===== src/rtl/serial_add_ctrl.sv =====
// Bit-serial adder controller: one full-adder cell sequenced LSB-first over WIDTH cycles.
// Operands are captured on start, and the sum/carry are published with a one-cycle done pulse.
module serial_add_ctrl #(
    parameter int unsigned WIDTH = 8
) (
    input  logic             clk,
    input  logic             rst,
    input  logic             start,
    input  logic [WIDTH-1:0] a,
    input  logic [WIDTH-1:0] b,
    input  logic             ci,
    output logic             busy,
    output logic             done,
    output logic [WIDTH-1:0] s,
    output logic             co
);

    localparam int unsigned CNT_W = $clog2(WIDTH + 1);

    typedef enum logic [1:0] {
        IDLE = 2'd0,
        RUN  = 2'd1,
        DONE = 2'd2
    } state_t;

    state_t             state, state_next;
    logic [WIDTH-1:0]   a_sr, a_sr_next;
    logic [WIDTH-1:0]   b_sr, b_sr_next;
    logic [WIDTH-1:0]   sum_sr, sum_sr_next;
    logic               carry, carry_next;
    logic [CNT_W-1:0]   cnt, cnt_next;
    logic [WIDTH-1:0]   s_next;
    logic               co_next;
    logic               busy_next;
    logic               done_next;

    logic               fa_sum;
    logic               fa_co;

    // The single full-adder cell shared by every bit position
    assign fa_sum = a_sr[0] ^ b_sr[0] ^ carry;
    assign fa_co  = (a_sr[0] & b_sr[0]) | (a_sr[0] & carry) | (b_sr[0] & carry);

    always_ff @(posedge clk or posedge rst) begin
        if (rst) begin
            state  <= IDLE;
            a_sr   <= '0;
            b_sr   <= '0;
            sum_sr <= '0;
            carry  <= 1'b0;
            cnt    <= '0;
            s      <= '0;
            co     <= 1'b0;
            busy   <= 1'b0;
            done   <= 1'b0;
        end else begin
            state  <= state_next;
            a_sr   <= a_sr_next;
            b_sr   <= b_sr_next;
            sum_sr <= sum_sr_next;
            carry  <= carry_next;
            cnt    <= cnt_next;
            s      <= s_next;
            co     <= co_next;
            busy   <= busy_next;
            done   <= done_next;
        end
    end

    // busy/done are registered from the state being entered, so they track the state exactly
    always_comb begin
        state_next  = state;
        a_sr_next   = a_sr;
        b_sr_next   = b_sr;
        sum_sr_next = sum_sr;
        carry_next  = carry;
        cnt_next    = cnt;
        s_next      = s;
        co_next     = co;
        busy_next   = 1'b0;
        done_next   = 1'b0;

        case (state)
            IDLE: begin
                if (start) begin
                    a_sr_next   = a;
                    b_sr_next   = b;
                    sum_sr_next = '0;
                    carry_next  = ci;
                    cnt_next    = '0;
                    state_next  = RUN;
                    busy_next   = 1'b1;
                end
            end
            RUN: begin
                a_sr_next   = {1'b0, a_sr[WIDTH-1:1]};
                b_sr_next   = {1'b0, b_sr[WIDTH-1:1]};
                sum_sr_next = {fa_sum, sum_sr[WIDTH-1:1]};
                carry_next  = fa_co;
                cnt_next    = cnt + CNT_W'(1);
                if (cnt == CNT_W'(WIDTH - 1)) begin
                    s_next     = {fa_sum, sum_sr[WIDTH-1:1]};
                    co_next    = fa_co;
                    state_next = DONE;
                    done_next  = 1'b1;
                end else begin
                    busy_next  = 1'b1;
                end
            end
            DONE: begin
                state_next = IDLE;
            end
            default: begin
                state_next = IDLE;
            end
        endcase
    end

endmodule

===== config.mk =====
export PLATFORM = sky130hd
export DESIGN_NAME = serial_add_ctrl
export DESIGN_NICKNAME = d
export VERILOG_FILES = /design/src/rtl/serial_add_ctrl.sv
export SDC_FILE = /design/constraint.sdc
export NUM_CORES = 1
export LEC_CHECK = 0
export CORE_ASPECT_RATIO = 0.5
export CORE_UTILIZATION = 55
export DETAILED_ROUTE_END_ITERATION = 12
export GPL_TIMING_DRIVEN = 0
export HOLD_SLACK_MARGIN = 0.12
export PLACE_DENSITY = 0.83
export SLEW_MARGIN = 20
export SYNTH_ARGS = -nofsm -noshare
export SYNTH_HDL_FRONTEND = slang
export SYNTH_SLANG_ARGS = --single-unit

===== constraint.sdc =====
create_clock -name clk -period 2.6 [get_ports clk]
set_input_delay 0.52 -clock clk [delete_from_list [all_inputs] [get_ports clk]]
set_output_delay 0.52 -clock clk [all_outputs]
set_load 0.02 [all_outputs]

Word level (Yosys, flattened, before mapping) --
Index checks and enable logic that the tools add are counted.
Cells by class: add/sub/neg operators 1, equal/unequal tests 4, mux-type cells 18, bitwise operators 7, reductions and logical operators 5
Operator list (count):
- one-hot mux 8 bit (2 select lines) | 3
- two-way mux 8 bit | 3
- one-hot mux 4 bit (2 select lines) | 1
- AND reduction 2 bit | 3
- two-way mux 1 bit | 5
- adder 4 x 1 -> 4 bit, second input constant | 1
- equality test 4 x 3 -> 1 bit, second input constant | 1
- two-way mux 2 bit | 2
- two-way mux 4 bit | 1
- inequality test 2 bit, second input constant | 2
- one-hot mux 1 bit (2 select lines) | 2
- one-hot mux 2 bit (2 select lines) | 1
- bitwise AND 1 bit | 3
- equality test 2 x 1 -> 1 bit, second input constant | 1
- logical NOT 2 bit | 1
- bitwise OR 1 bit | 2
- nonzero test 2 bit | 1
- bitwise XOR 1 bit | 2
Storage, ports and cells: register bits 42, input port bits 20, output and inout bits 11, logic and storage cells 45

Logic depth before layout (Yosys ltp) --
depth in word-level cells 4, mapped depth 5, gate-level depth less buffers 4

Least setup slack after synthesis --
Ideal clock, no wire load.
path type reg-to-reg, start register cnt[0], end register co, library setup time 125 ps, arrival time 1320 ps, required time 2475 ps, path slack 1155 ps, stages on the path, launching flop included 5, buffers on the path 0, period minus slack after synthesis 1445 ps, path through dfrtp_1 -> ha_1 -> nand2_1 -> nor3_4 -> mux2_2
On the way: word-level cells in the longest chain between the ends 2
RTL lines:
- start: declaration | RTL line 31 | logic [CNT_W-1:0] cnt, cnt_next;
- start signal: assignment | RTL line 62 | cnt <= cnt_next;
- equality test 4 x 3 -> 1 bit | RTL line 101 | if (cnt == CNT_W'(WIDTH - 1)) begin
- AND reduction 2 bit (no line)
- end signal: assignment | RTL line 64 | co <= co_next;
- end: declaration | RTL line 15 | output logic co
No other way between the ends. A chain may end at the register's enable or synchronous reset.

Worst setup path in the final report --
start register s[7], end output s[7]
RTL lines:
- start: declaration | RTL line 14 | output logic [WIDTH-1:0] s,
- start signal: assignment | RTL line 63 | s <= s_next;
No word-level cell between the ends.

==> summary.txt <==
Die H -> 41.04 um
critical path class -> reg -> out
router iterations before antenna repair -> 6
Worst Path Arrival -> 1.28 ns
initial antenna violation count -> 0
final non-filler cell total -> 214
fmax -> 555.8 MHz
Top Ports -> 31
fin crit period -> 1.799 ns
critical path depth in cells -> 1
setup TNS -> 0 ns
Worst Setup End Kind -> output port
dpl cells -> 206
Syn Nets -> 160
Max clock buf depth -> 2
final setup vio count -> 0
startpoint types -> register
RSZ-0062 raised after global routing -> no
CTS tree -> done
clk root buf -> clkbuf_8
family with the most delay on the worst path -> buffers and inverters
Total GRT Usage -> 22.29%
Hold Crit Class -> in -> async
initial drt markers -> 98
DR top layer -> met4
Starting Density -> 61.36%
hpwl dp -> 2.274 mm
CP Data Required Time -> 2.08 ns
Fin. Hold Viols -> 0
mean post-synth cell area -> 12.15 um2
core box area -> 2733 um2
Core Rows -> 13
GPL Wtd Cong -> 0.7085
Overflow after GRT -> 0
CTS sink count -> 41
delay of the slowest critical-path stage -> 0.62 ns
static leakage -> 0.9407 nW
average via count per standard cell -> 5.593
final worst path period share -> 69.20%
Pwr Density -> 1144 nW/um2
Peak VDD IR -> 0.5861 mV
die area -> 3286 um2
Final Total Pwr -> 0.002431 W
final antenna-violating net count -> 0
relative slew slack -> 65.84%
Final Net Count -> 198
measured slew at the worst slew-check pin -> 0.5108 ns
Reg2Reg Depth -> 4
WL per Instance -> 15.12 um
fraction of layout cells with a size suffix above 1 -> 14.69%
share of the yosys chip area belonging to registers -> 61.19%
post-CTS sizing -> 0
FF+latch count, synth -> 41
synthesis-to-layout area growth -> 26.79%
via count -> 1197
WP buf/inv -> 1
post-CTS setup buffers -> 0
total wire length -> 3.236 mm
clk_lat worst skew -> 0.29 ns
vias in the first global route -> 1081
area of the mapped netlist -> 1677 um2
CP max FO -> 2
Die Wd -> 80.08 um
H-tree Lvls -> 2
Max Slew Vio Count -> 0
DRC -> 0
Warnings, synthesis -> 0
Distinct cells, synth -> 24
pin count of the biggest net entering global routing -> 32
max-cap violations -> 0
most frequent cells in the layout -> dfrtp_1, clkdlybuf4s50_1, nand2_1, o21ai_0, a22oi_1
Syn Inst Count -> 138
outcome -> finished clean
CTS clk-pin slew, worst paths -> 0.07 ns
routed wl met2 -> 1.489 mm
# port buffers -> 30
Finished Core Util -> 77.79%
wire length on met1 -> 1.569 mm
# diodes -> 0
Clock Skew -> 0.002924 ns
met3 WL -> 143 um
first-pass GRT wire length -> 5.085 mm
Num CTS Buffers -> 5
crit path cell chain -> clkdlybuf4s50_1
CP max stage cell -> clkdlybuf4s50_1
cts hold-fix bufs -> 0
most common cell after layout, fill and taps aside -> dfrtp_1
==> worst paths after layout <==
kind / startpoint / to / slack [ns]
max: s[7] / s[7] / 0.80
min reg2reg: b_sr[5] / b_sr[5] / 0.49
min: rst / s[0] / 0.46
max reg2reg: cnt[0] / s[1] / 0.93
max in group asynchronous: rst / b_sr[1] / 1.70
min in group clk: b_sr[5] / b_sr[5] / 0.49
==> stage by stage <==
stage               area, um2  hold slack, ns  setup WS (ns)
global placement         2023          0.4634         0.3014
detailed placement       2043          0.4719         0.5369
floorplan                1677          0.4501          1.134
CTS                      2126          0.4693         0.7994
global route             2126          0.4972         0.6340
finish                   2126          0.4635         0.8007
==> flip-flops by register name (all words and copies together), names as in the netlist <==
signal / cells
a_sr: 8
b_sr: 8
s: 8
sum_sr: 7
cnt: 4
state: 2
busy: 1
carry: 1
co: 1
done: 1
==> Yosys cell counts <==
master	n	share of area [%]
o21ai_0	16	4.8
inv_1	1	0.22
nor3_4	1	0.97
nor2b_1	3	1.1
o21bai_1	1	0.45
buf_2	6	1.8
nor3_1	1	0.30
nand2b_2	1	0.52
nand2_1	17	3.8
and2_1	1	0.37
clkbuf_1	3	0.67
dfrtp_1	41	61
mux2_2	9	6.0
a21oi_1	3	0.90
ha_1	1	0.75
a22o_1	11	5.7
and3b_1	1	0.52
nor2_1	1	0.22
mux2i_1	1	0.60
fa_1	1	1.2
nand2b_1	1	0.37
o31ai_1	1	0.45
nand3_1	1	0.30
a22oi_1	15	6.7
==> cells by family after synthesis <==
family	share of synthesized area, %
compound gates	19.03
fa+ha+maj	1.940
buf+inv	2.686
flops	61.19
mux	6.642
simple gates	8.508
==> metal layers <==
layer | global-route usage (%) | up-vias
met5 | 0 | -
met1 | 29.13 | 580
li1 | - | 577
met4 | 8.036 | 0
met3 | 6.667 | 5
met2 | 36.54 | 35
==> where the power goes <==
group / switching (W) / internal [W] / total [W]
clock: 0.000211 / 0.000186 / 0.000397
sequential: 0.000173 / 0.000898 / 0.00107
combinational: 0.000494 / 0.000470 / 0.000963
==> final cells by class <==
type	count	area, um2
Sequential cell	41	1026
Fill cell	196	606.8
Multi-Input combinational cell	87	605.6
Timing Repair Buffer	31	320.3
Clock buffer	6	72.57
Tap cell	37	46.29
Buffer	9	41.29
Clock inverter	2	10.01
Inverter	1	3.754
No activity file was read; power rests on OpenSTA's default activity.
